==> src/rtl/pipeline_pkg.sv <==
// Shared types and constants for the instruction-fetch front end.
package pipeline_pkg;

  localparam int unsigned PC_W    = 10;
  localparam int unsigned INSTR_W = 32;

  localparam logic [PC_W-1:0]    PC_STEP   = 10'd4;
  localparam logic [INSTR_W-1:0] NOP_INSTR = 32'h0;

  typedef enum logic [1:0] {
    BOOT,
    FETCH,
    DRAIN
  } fetch_state_e;

  typedef struct packed {
    logic [INSTR_W-1:0] instr;
    logic [PC_W-1:0]    pc_plus4;
  } fetch_entry_t;

  localparam int unsigned ENTRY_W = $bits(fetch_entry_t);

  // Next sequential fetch address, 10-bit modulo.
  function automatic logic [PC_W-1:0] pc_inc(input logic [PC_W-1:0] pc);
    return pc + PC_STEP;
  endfunction

endpackage

==> src/rtl/fetch_buf.sv <==
// Small synchronous FIFO holding fetched instructions and their pc+4.
module fetch_buf
  import pipeline_pkg::*;
#(
  parameter int unsigned DEPTH = 2
) (
  input  logic                       clk,
  input  logic                       rst,
  input  logic                       push,
  input  logic                       pop,
  input  logic                       clear,
  input  logic [ENTRY_W-1:0]         wdata,
  output logic [ENTRY_W-1:0]         rdata,
  output logic [$clog2(DEPTH+1)-1:0] count,
  output logic                       empty,
  output logic                       full
);

  localparam int unsigned PTR_W = (DEPTH > 1) ? $clog2(DEPTH) : 1;
  localparam int unsigned CNT_W = $clog2(DEPTH + 1);

  fetch_entry_t     mem [DEPTH];
  logic [PTR_W-1:0] rd_ptr;
  logic [PTR_W-1:0] wr_ptr;
  logic             do_push;
  logic             do_pop;

  function automatic logic [PTR_W-1:0] ptr_inc(input logic [PTR_W-1:0] p);
    if (p == PTR_W'(DEPTH - 1)) return '0;
    return p + 1'b1;
  endfunction

  assign empty   = (count == '0);
  assign full    = (count == CNT_W'(DEPTH));
  assign do_pop  = pop && !empty;
  assign do_push = push && (!full || do_pop);
  assign rdata   = mem[rd_ptr];

  // Pointer and occupancy bookkeeping; clear empties the FIFO in one cycle.
  always_ff @(posedge clk or posedge rst) begin
    if (rst) begin
      rd_ptr <= '0;
      wr_ptr <= '0;
      count  <= '0;
    end else if (clear) begin
      rd_ptr <= '0;
      wr_ptr <= '0;
      count  <= '0;
    end else begin
      if (do_push) wr_ptr <= ptr_inc(wr_ptr);
      if (do_pop)  rd_ptr <= ptr_inc(rd_ptr);
      count <= count + CNT_W'(do_push) - CNT_W'(do_pop);
    end
  end

  // Storage array write port.
  always_ff @(posedge clk) begin
    if (do_push && !clear) mem[wr_ptr] <= fetch_entry_t'(wdata);
  end

endmodule

==> src/rtl/if_fetch_unit.sv <==
// Instruction-fetch front end: PC ownership, imem request/response handling,
// wrong-path squashing after redirects, and the IF/ID presentation mux.
module if_fetch_unit
  import pipeline_pkg::*;
#(
  parameter logic [PC_W-1:0] RESET_PC     = 10'h000,
  parameter int unsigned     BUF_DEPTH    = 2,
  parameter int unsigned     MAX_OUTSTAND = 2
) (
  input  logic         clk,
  input  logic         rst,
  input  logic         stall,
  input  logic         redirect_valid,
  input  logic [9:0]   redirect_pc,
  output logic         imem_req,
  output logic [9:0]   imem_addr,
  input  logic         imem_gnt,
  input  logic         imem_rvalid,
  input  logic [31:0]  imem_rdata,
  output logic [31:0]  instr_out,
  output logic [9:0]   pc_out,
  output logic         flush_out
);

  localparam int unsigned OCNT_W = $clog2(MAX_OUTSTAND + 1);
  localparam int unsigned BCNT_W = $clog2(BUF_DEPTH + 1);

  fetch_state_e      state;
  fetch_state_e      state_nxt;
  logic [PC_W-1:0]   pc;
  logic [PC_W-1:0]   resp_pc;
  logic [PC_W-1:0]   redirect_aligned;
  logic [OCNT_W-1:0] outstanding;
  logic [OCNT_W-1:0] discard;
  logic [OCNT_W-1:0] outstanding_nxt;
  logic [OCNT_W-1:0] discard_nxt;
  logic [31:0]       credit_used;
  logic              handshake;
  logic              resp_ok;
  logic              resp_keep;
  logic              resp_drop;
  logic              buf_push;
  logic              buf_pop;
  logic              buf_empty;
  logic              buf_full;
  logic [BCNT_W-1:0] buf_count;
  fetch_entry_t      push_entry;
  fetch_entry_t      head;
  logic [ENTRY_W-1:0] head_bits;

  assign redirect_aligned = {redirect_pc[PC_W-1:2], 2'b00};
  assign handshake        = imem_req && imem_gnt;
  assign head             = fetch_entry_t'(head_bits);

  // Counter updates. A redirect turns every request still in flight after
  // this cycle into discard, which also covers re-arming discard in DRAIN
  // (old discard minus this cycle's drop plus the live remainder).
  always_comb begin
    resp_ok         = imem_rvalid && (outstanding != '0);
    resp_drop       = resp_ok && (discard != '0);
    resp_keep       = resp_ok && (discard == '0);
    outstanding_nxt = outstanding + OCNT_W'(handshake) - OCNT_W'(resp_ok);
    discard_nxt     = redirect_valid ? outstanding_nxt
                                     : discard - OCNT_W'(resp_drop);
    credit_used     = 32'(outstanding - discard) + 32'(buf_count);
  end

  // FSM state register.
  always_ff @(posedge clk or posedge rst) begin
    if (rst) state <= BOOT;
    else     state <= state_nxt;
  end

  // FSM next-state logic.
  always_comb begin
    state_nxt = state;
    case (state)
      BOOT:    state_nxt = FETCH;
      FETCH:   if (redirect_valid && (outstanding_nxt != '0)) state_nxt = DRAIN;
      DRAIN:   if (discard_nxt == '0) state_nxt = FETCH;
      default: state_nxt = BOOT;
    endcase
  end

  // FSM outputs: request issue, buffer control and the IF/ID mux.
  always_comb begin
    imem_req   = (state != BOOT)
              && (credit_used < BUF_DEPTH)
              && (32'(outstanding) < MAX_OUTSTAND);
    imem_addr  = pc;
    flush_out  = buf_empty || redirect_valid;
    instr_out  = flush_out ? NOP_INSTR : head.instr;
    pc_out     = flush_out ? '0 : head.pc_plus4;
    buf_push   = resp_keep && !redirect_valid;
    buf_pop    = !buf_empty && !stall && !redirect_valid;
    push_entry = '{instr: imem_rdata, pc_plus4: pc_inc(resp_pc)};
  end

  // PC, response-address tracker and in-flight counters.
  always_ff @(posedge clk or posedge rst) begin
    if (rst) begin
      pc          <= RESET_PC;
      resp_pc     <= RESET_PC;
      outstanding <= '0;
      discard     <= '0;
    end else begin
      outstanding <= outstanding_nxt;
      discard     <= discard_nxt;
      if (redirect_valid)  pc <= redirect_aligned;
      else if (handshake)  pc <= pc_inc(pc);
      if (redirect_valid)  resp_pc <= redirect_aligned;
      else if (resp_keep)  resp_pc <= pc_inc(resp_pc);
    end
  end

  fetch_buf #(
    .DEPTH(BUF_DEPTH)
  ) u_buf (
    .clk   (clk),
    .rst   (rst),
    .push  (buf_push),
    .pop   (buf_pop),
    .clear (redirect_valid),
    .wdata (push_entry),
    .rdata (head_bits),
    .count (buf_count),
    .empty (buf_empty),
    .full  (buf_full)
  );

  a_no_stray_resp: assert property (@(posedge clk) disable iff (rst)
    imem_rvalid |-> (outstanding != '0));

  a_no_overflow: assert property (@(posedge clk) disable iff (rst)
    !(buf_push && buf_full && !buf_pop));

endmodule
==> config.mk <==
export PLATFORM = sky130hd
export DESIGN_NAME = if_fetch_unit
export DESIGN_NICKNAME = d
export VERILOG_FILES = /design/src/rtl/pipeline_pkg.sv /design/src/rtl/fetch_buf.sv /design/src/rtl/if_fetch_unit.sv
export SDC_FILE = /design/constraint.sdc
export NUM_CORES = 1
export LEC_CHECK = 0
export ABC_AREA = 0
export BUFFER_PORTS_ARGS = -buffer_cell sky130_fd_sc_hd__buf_4
export CORE_UTILIZATION = 35
export CTS_BUF_LIST = sky130_fd_sc_hd__clkbuf_4 sky130_fd_sc_hd__clkbuf_8
export DETAILED_ROUTE_END_ITERATION = 10
export SKIP_CTS_REPAIR_TIMING = 1
export SYNTH_ARGS = -nofsm -noshare
export SYNTH_HDL_FRONTEND = slang
export SYNTH_SLANG_ARGS = --single-unit
==> constraint.sdc <==
create_clock -name clk -period 6.7 [get_ports clk]
set_input_delay 1.34 -clock clk [delete_from_list [all_inputs] [get_ports clk]]
set_output_delay 1.34 -clock clk [all_outputs]
set_load 0.02 [all_outputs]
# ---- After elaboration in Yosys (flattened, before gate mapping)
# Memories as Yosys holds them, arrays and structs flattened.
# Cells that the tools add are included.
dict set report totals {
  wordCells 86
  mem_bits_ro 0
  latch_bits 0
  memories 1
  inputBits 48
  register_bits 30
  out_inout_bits 54
  ramBits 84
}
# memory words width read_ports rd_clocked_by_memory_dff wr line_no
set memory_table {}
lappend memory_table {u_buf.mem 2 42 1 0 1 fetch_buf.sv:22} ;# fetch_entry_t mem [DEPTH];
dict set report classes {
  n_shift 0
  div_mod_pow 0
  mux 27
  add_sub_neg 11
  bitwise 0
  order_cmp 2
  multipliers 0
  n_reduce_logical 32
  eq_ne 5
}
# cell count
set ops {}
lappend ops {{$mux W10} 5}
lappend ops {{$lt A32 B2 Y1 const B} 1}
lappend ops {{$mux W32} 1}
lappend ops {{$add A10 B3 Y10 const B} 2}
lappend ops {{$mux W1} 16}
lappend ops {{$reduce_bool A2 Y1} 8}
lappend ops {{$logic_and A1 B1 Y1} 13}
lappend ops {{$logic_not A2 Y1} 4}
lappend ops {{$mux W2} 4}
lappend ops {{$pmux W2 S3} 1}
lappend ops {{$sub A2 B1 Y2} 3}
lappend ops {{$add A2 B1 Y2} 2}
lappend ops {{$add A3 B3 Y4} 1}
lappend ops {{$eq A2 B2 Y1 const B} 2}
lappend ops {{$logic_not A1 Y1} 4}
lappend ops {{$ne A2 B2 Y1 const B} 2}
lappend ops {{$sub A2 B2 Y3} 1}
lappend ops {{$add A1 B1 Y1 const B} 2}
lappend ops {{$eq A2 B1 Y1 const B} 1}
lappend ops {{$logic_or A1 B1 Y1} 2}
lappend ops {{$lt A2 B2 Y1 const B} 1}
lappend ops {{$reduce_and A2 Y1} 1}

# ---- Logic depth before layout (Yosys ltp)
# Gate-level depths: netlist of run 1.
dict set report logic_depth {
  depth_word 12
  ltp_mapped 17
  depth_no_buf 16
}

# ---- Hierarchy
# A second synthesis of run 1 with hierarchy kept.
dict set report unflattened {
  hier_cells 365
  hier_area_um2 4994.8
}
# mod seq_area_each_um2 n_inst cells_each area_each_um2
set modules_own_cells {}
lappend modules_own_cells {fetch_buf 2622.5 1 161 3284.4}
lappend modules_own_cells {if_fetch_unit 550.5 1 204 1710.4}

# ---- Worst setup path after synthesis of run 1
# Ideal clock, no wire load.
dict set report synth_path {
  path_type {input to register}
  start {input port imem_rvalid}
  end {memory u_buf.mem[0][10] in the netlist's numbering, enable pin}
  arrival_ns 5.668
  setup_slack_ns 0.492
  path_stages 4
  setup_ns 0.540
  n_path_buf 0
  t_required_ns 6.160
  path_cell_list {o21ai_1 inv_1 nand2_1 nor4_1}
}
dict set report synth_between {
  elab_chain_cells 7
}
# item line_no
set synth_rtl {}
lappend synth_rtl {{start, declared} if_fetch_unit.sv:18} ;# input logic imem_rvalid,
lappend synth_rtl {{$logic_and A1 B1 Y1} if_fetch_unit.sv:59} ;# resp_ok = imem_rvalid && (outstanding != '0);
lappend synth_rtl {{$logic_and A1 B1 Y1} if_fetch_unit.sv:61} ;# resp_keep = resp_ok && (discard == '0);
lappend synth_rtl {{$logic_and A1 B1 Y1} if_fetch_unit.sv:94} ;# buf_push = resp_keep && !redirect_valid;
lappend synth_rtl {{$logic_and A1 B1 Y1} fetch_buf.sv:36} ;# assign do_push = push && (!full || do_pop);
lappend synth_rtl {{$logic_and A1 B1 Y1} fetch_buf.sv:58} ;# if (do_push && !clear) mem[wr_ptr] <= fetch_entry_t'(wdata);
lappend synth_rtl {{$mux W1} fetch_buf.sv:58}
lappend synth_rtl {{$mux W1 (implied by the code)} fetch_buf.sv:58}
lappend synth_rtl {{end, declared} fetch_buf.sv:22}
# No other way between the ends.

# ---- Worst setup path in the final report of run 1
dict set report layout_path {
  start {register outstanding[0]}
  end {output port imem_req}
}
dict set report layout_between {
  elab_chain_cells 5
  word_cells_on_any_way 6
  cone_classes {add/sub (2); order compare (2); reduce/logical (2)}
}
# item line_no
set layout_rtl {}
lappend layout_rtl {{start, declared} if_fetch_unit.sv:33} ;# logic [OCNT_W-1:0] outstanding;
lappend layout_rtl {{start signal, assigned} if_fetch_unit.sv:107} ;# outstanding <= outstanding_nxt;
lappend layout_rtl {{$sub A2 B2 Y3} if_fetch_unit.sv:65} ;# credit_used = 32'(outstanding - discard) + 32'(buf_count);
lappend layout_rtl {{$add A3 B3 Y4} if_fetch_unit.sv:65}
lappend layout_rtl {{$lt A32 B2 Y1} if_fetch_unit.sv:88} ;# && (credit_used < BUF_DEPTH)
lappend layout_rtl {{$logic_and A1 B1 Y1} if_fetch_unit.sv:88}
lappend layout_rtl {{$logic_and A1 B1 Y1 *} if_fetch_unit.sv:89} ;# && (32'(outstanding) < MAX_OUTSTAND);
lappend layout_rtl {{end, declared} if_fetch_unit.sv:15} ;# output logic imem_req,
# Every way passes the cells marked *; elsewhere a longest branch is shown, timed or not.

==> results.yml, run 1 <==
final_layout:
  fin_util_pct: 44.0
  fin_nets: 500
  synthToLayoutAreaGrowth_pct: 22.0
  final_cell_mix: "buf_4, edfxtp_1, nor2_1, mux2i_1, dfrtp_1"
  mostFrequentLayoutCell: "buf_4"
  instances_no_fill: 622
  drive_gt1_share_pct: 28.5
  antenna_cells: 0
  fill_cells: 1257
drt:
  ant_nets: 0
  drc_errors: 0
  drtPass1Iterations: 4
  post_drt_wl_per_cell_um: 14.4
  viasPerCell: 4.73
  drt_first_iter_violations: 182
  totalWireLength_um: 8960
  vias: 2944
setup_path:
  crit_path_start: "outstanding[0]"
  cp_max_fo: 13
  start_kind: "flop"
  worst-setup-path-type: "flop to output port"
  r2r-start: "outstanding[0]"
  setup.worst_path.end_class: "output port"
  critPathArrivalTime_ns: 3.30
  worst_ep_required_time_ns: 5.36
global_routing:
  grt_use_total_pct: 13.4
  gr-total-overflow: 0
  grt_pass1_vias: 2863
  grt_pass1_wl_um: 14500
  gr-usage-met3_pct: 3.57
  met2_usage_pct: 21.1
  busiest_layer: "met2"
  antenna_found_initial: 0
  grt_max_degree: 43
  gr-usage-met1_pct: 17.5
power:
  ir_worst_vdd_mv: 0.159
  power.density_nw_per_um2: 311
  p_leak_uw: 0.00222
  finalPower_uw: 1810
sta:
  relSlewSlack_pct: 25.6
  rsz0062_at_grt: "no"
  hold_viol_final: 0
  finalSetupViolations: 0
  finalMaxSlewViolations: 0
  hold_slack_ns: 0.475
  setup_tns_ns: 0
  fmax_mhz: 216
  skew_ns: 0.0145
  finalCriticalPeriod_ns: 4.64
  period_share_pct: 69.2
  tightestPinTransition_ns: 1.11
yosys:
  syn_inst: 351
  netlist_top_cells_area: "edfxtp_1, dfrtp_1, mux2i_1, nor2_1, ha_1"
  synth_flop_cell: "edfxtp_1"
  yosys_warnings: 0
  ys_ff_latch: 106
  async_reset_ff_share_pct: 24.5
  synthesis.area_sq_um: 4770
  ys_seq_area_share_pct: 64.0
  synth.top_cell.area_share_pct: 50.4
  synth_edf_count: 80
  yosys.area.top_type: "edfxtp_1"
  ys_types: 49
  syn_area_per_cell_sq_um: 13.6
outcome:
  status: "finished, final reports clean"
clock_tree:
  clkLatencyLatePin_ns: 0.37
  cts.sinks: 106
  htree_levels: 3
  clockBufferDepth: 2
  cts_tree: "built"
  clock-root-buffer: "clkbuf_8"
  cts_buffers: 9
  clk_pin_slew_ns: 0.10
placement:
  hpwl_um: 5890
  port_buffers: 95
  dp.cells: 606
  gp_congestion: 0.769
floorplanning:
  std_cell_rows: 42
  fp.coreArea_sq_um: 13200
  dieArea_sq_um: 14100
  ios: 102
  start_util_pct: 36.0
  die_h_um: 119
  die_x_um: 119
flow_run:
  cap_viol_max_count: 0
hold_path:
  worstHoldStart: "u_buf.rd_ptr"
  min_path_type: "flop to flop"
## worst paths after layout
kind / endpoint / cells after the start / slack (ns)
max in group asynchronous: u_buf.rd_ptr / 2 / 4.81
max: imem_req / 8 / 2.06
min: u_buf.rd_ptr / 1 / 0.48
max reg2reg: state[0] / 16 / 2.07
min in group asynchronous: imem_addr[2] / 2 / 1.21
min reg2reg: u_buf.rd_ptr / 1 / 0.48
## sequential cells by signal (all words and copies together), names as in the netlist
name,count
outstanding,2
imem_addr,8
u_buf.mem,80
resp_pc,8
u_buf.count,2
state,2
u_buf.wr_ptr,1
discard,2
u_buf.rd_ptr,1
## metrics by stage
step                      setup slack (ns)  cell area (sq um)
final                                 2.06               5820
after floorplan                      0.492               4780
after global placement                2.19               5630
after detailed placement              2.10               5630
after global routing                  1.81               5820
after CTS                             2.03               5820
## cell families after synthesis
group / count (synthesis) / share of synthesized area (%)
XOR/XNOR: 17 / 3.44
multiplexers: 45 / 9.55
flip-flops: 106 / 64.0
other: 1 / 0.0786
AND/OR/NAND/NOR: 105 / 10.8
buffers and inverters: 36 / 3.59
AO/OA/AOI/OAI: 30 / 5.33
adder cells (fa/ha/maj): 11 / 3.20
## final cells by class
type | count | area [sq um] | share of cell area [%]
inverter | 15 | 56.3 | 0.967
clock buffer | 10 | 131 | 2.26
sequential | 106 | 3050 | 52.5
timing repair buffer | 97 | 728 | 12.5
multi-input combinational | 212 | 1580 | 27.1
tap | 176 | 220 | 3.78
clock inverter | 6 | 55.1 | 0.946
## critical path, cell delays in order, from the launching register on
cell       delay (ns)
dfrtp_1          0.40
inv_1            0.06
ha_1             0.20
fa_1             0.48
inv_1            0.06
fa_1             0.45
or2_1            0.25
a2111oi_4        0.74
buf_4            0.27
## synth_stat cells (all sizes together), types with 3 or more instances
cell type  number
nand2           9
dfrtp          26
nand3           8
inv            15
xor2            8
nor2           58
and2            3
a211oi          7
and4            3
nor3            9
buf            13
clkbuf          8
o21ai           4
a21oi           6
ha              9
xnor2           8
mux2i          44
nor4            3
edfxtp         80
## per-layer routing
| metal | wire length (um) | vias to the layer above | part of all wire (%) |
|---|---|---|---|
| met5 | 0 | - | 0 |
| met4 | 136 | 0 | 1.5 |
| met3 | 538 | 12 | 6.0 |
| met2 | 4110 | 79 | 46 |
| met1 | 4180 | 1424 | 47 |
| li1 | - | 1429 | - |
## power breakdown
group	switching (uW)	internal, uW
clock network	208	174
logic	328	247
registers	57.1	796
No activity file was read; power rests on OpenSTA's default activity.
==> inputs of run 2 (changes only) <==
Settings changed: ABC_AREA 0 to 1.
Clock period 6.7 ns to 4 ns, I/O delays scaled along.
==> results.yml, run 2 <==
outcome:
  status: "finished, final reports clean"
final_layout:
  largest-register: "u_buf.mem"
  mostFrequentLayoutCell: "nand2_1"
  fin_util_pct: 43.8
  synthToLayoutAreaGrowth_pct: 21.4
  ff_latch_area_sq_um: 3050
  fill_cells: 1301
  final_cell_mix: "nand2_1, buf_4, edfxtp_1, inv_1, mux2_2"
  finalInstanceArea_sq_um: 6100
  drive_gt1_share_pct: 32.0
  multi_input_area_sq_um: 1590
  antenna_cells: 0
  largest_reg_flops: 80
  fin_nets: 598
power:
  ir_worst_vdd_mv: 0.285
  power.density_nw_per_um2: 527
  p_comb_share_pct: 32.2
  p_leak_uw: 0.00285
  pwr-share-seq_pct: 46.9
  switching_share_pct: 34.5
  netSwitchingPower_uw: 1110
  p_clk_share_pct: 20.9
  p_int_uw: 2100
yosys:
  synth_most_common_cell: "nand2_1"
  async_reset_ff_share_pct: 24.5
  synthesis.area_sq_um: 5030
  netlist_top_cells_area: "edfxtp_1, dfrtp_1, mux2_2, nand2_1, inv_1"
  syn_inst: 444
  yosys_warnings: 0
  ys_ff_latch: 106
  yosys.area.top_type: "edfxtp_1"
  synth_flop_cell: "edfxtp_1"
  synth.top_cell.area_share_pct: 47.8
  synthTopCellsByCount: "nand2_1, edfxtp_1, inv_1, mux2_2"
  ys_types: 37
  synth_edf_count: 80
  ys_seq_area_share_pct: 60.7
  syn_area_per_cell_sq_um: 11.3
setup_path:
  critical_path.cell_chain: "inv_1, ha_1, fa_1, inv_1, fa_1, nor3_2, a21boi_0, buf_4"
  crit_buf_inv: 3
  crit_slowest_cell: "fa_1"
  rr_endpoint: "state[0]"
  worst-r2r-setup-slack_ns: 0.61
  slowest_delay_ns: 0.48
  start_kind: "flop"
  cp_max_fo: 3
  path_delay_family: "adder cells"
  critPathArrivalTime_ns: 2.74
  worst_ep_required_time_ns: 3.20
  r2r-start: "outstanding[0]"
  setup.worst_path.end_class: "output port"
  worst-setup-path-type: "flop to output port"
  r2r_cells: 18
global_routing:
  grt_max_degree: 43
  gr-total-overflow: 0
  grt_pass1_wl_um: 15500
  grt_pass1_vias: 3243
  antenna_found_initial: 0
  grt_use_total_pct: 13.9
clock_tree:
  clk_pin_slew_ns: 0.10
  cts_buffers: 9
  cts_tree: "built"
  clock-root-buffer: "clkbuf_8"
  clkLatencyLatePin_ns: 0.38
  cts.sinks: 106
  htree_levels: 3
  clockBufferDepth: 2
sta:
  period_share_pct: 88.5
  relSlewSlack_pct: 29.0
  finalMaxSlewViolations: 0
  hold_slack_ns: 0.558
  finalSetupViolations: 0
  hold_viol_final: 0
  finalCriticalPeriod_ns: 3.54
  fmax_mhz: 283
  rsz0062_at_grt: "no"
  tightestPinTransition_ns: 1.06
  setup_tns_ns: 0
  skew_ns: 0.00772
drt:
  vias: 3247
  ant_nets: 0
  viasPerCell: 4.48
  drtPass1Iterations: 4
  totalWireLength_um: 9810
  drc_errors: 0
  post_drt_wl_per_cell_um: 13.6
  drt_first_iter_violations: 169
hold_path:
  holdPathEnd: "resp_pc[8]"
  holdPathStages: 2
  worstHoldStart: "resp_pc[8]"
  min_path_type: "flop to flop"
flow_run:
  cap_viol_max_count: 0
placement:
  gp_congestion: 0.774
  port_buffers: 95
  hpwl_um: 6530
  dpl_cell_area_sq_um: 5900
floorplanning:
  ios: 102
  start_util_pct: 36.1
  die_x_um: 122
  std_cell_rows: 43
  die_h_um: 122
  fp.coreArea_sq_um: 13900
  dieArea_sq_um: 14800
## run 2: cell families after synthesis
| group | synth area share (%) |
|---|---|
| AO/OA/AOI/OAI | 2.04 |
| XOR/XNOR | 1.74 |
| adder cells (fa/ha/maj) | 3.04 |
| buffers and inverters | 8.22 |
| flip-flops | 60.7 |
| multiplexers | 8.96 |
| other | 0.0746 |
| AND/OR/NAND/NOR | 15.2 |
## run 2: final cells by class
cell class                      count  area share, %
Tap cell                          180           3.69
Multi-Input combinational cell    250           26.0
Sequential cell                   106           50.0
Clock buffer                       10           2.15
Timing Repair Buffer               98           12.5
Clock inverter                      6           1.11
Inverter                           74           4.55
## run 2: worst max path at each step
stage	start	endpoint	slack (ns)	depth (start not counted)
after floorplan	redirect_valid	u_buf.mem[0][10]	0.54	6
after CTS	outstanding[0]	imem_req	0.41	8
after global routing	outstanding[0]	imem_req	0.26	8
after global placement	outstanding[0]	state[0]	0.71	18
after detailed placement	outstanding[0]	state[0]	0.61	18
final	outstanding[0]	imem_req	0.46	8
## run 2: worst reg2reg max path: cells and delay by family (launching register included)
family,cells,cell delay [ns]
and+or+nand+nor,9,1.05
DFF,1,0.38
buffers and inverters,4,0.21
adders and majority gates,5,1.66
## run 2: through the flow
step           worst slack, ns  cells  power (uW)
6_report                 0.461    724        3210
3_5_place_dp             0.608    708        2580
5_1_grt                  0.263    724        3430
4_1_cts                  0.406    724        3260
3_3_place_gp             0.710    708        2540
2_1_floorplan            0.537    447        2250
## run 2: power by group through the flow
stage | Sequential [uW] | Combinational, uW | Clock (uW)
2_1_floorplan | 1510 | 742 | 0
5_1_grt | 1530 | 1170 | 733
3_5_place_dp | 1530 | 1050 | 0
3_3_place_gp | 1520 | 1020 | 0
4_1_cts | 1510 | 1050 | 695
6_report | 1510 | 1040 | 671
## run 2: routing by layer
layer	track usage, %	share of wire [%]	vias up
li1	-	-	1621
met1	17.3	46	1520
met2	22.6	46	95
met3	3.09	6.4	11
met4	6.71	1.6	0
met5	0	0	-
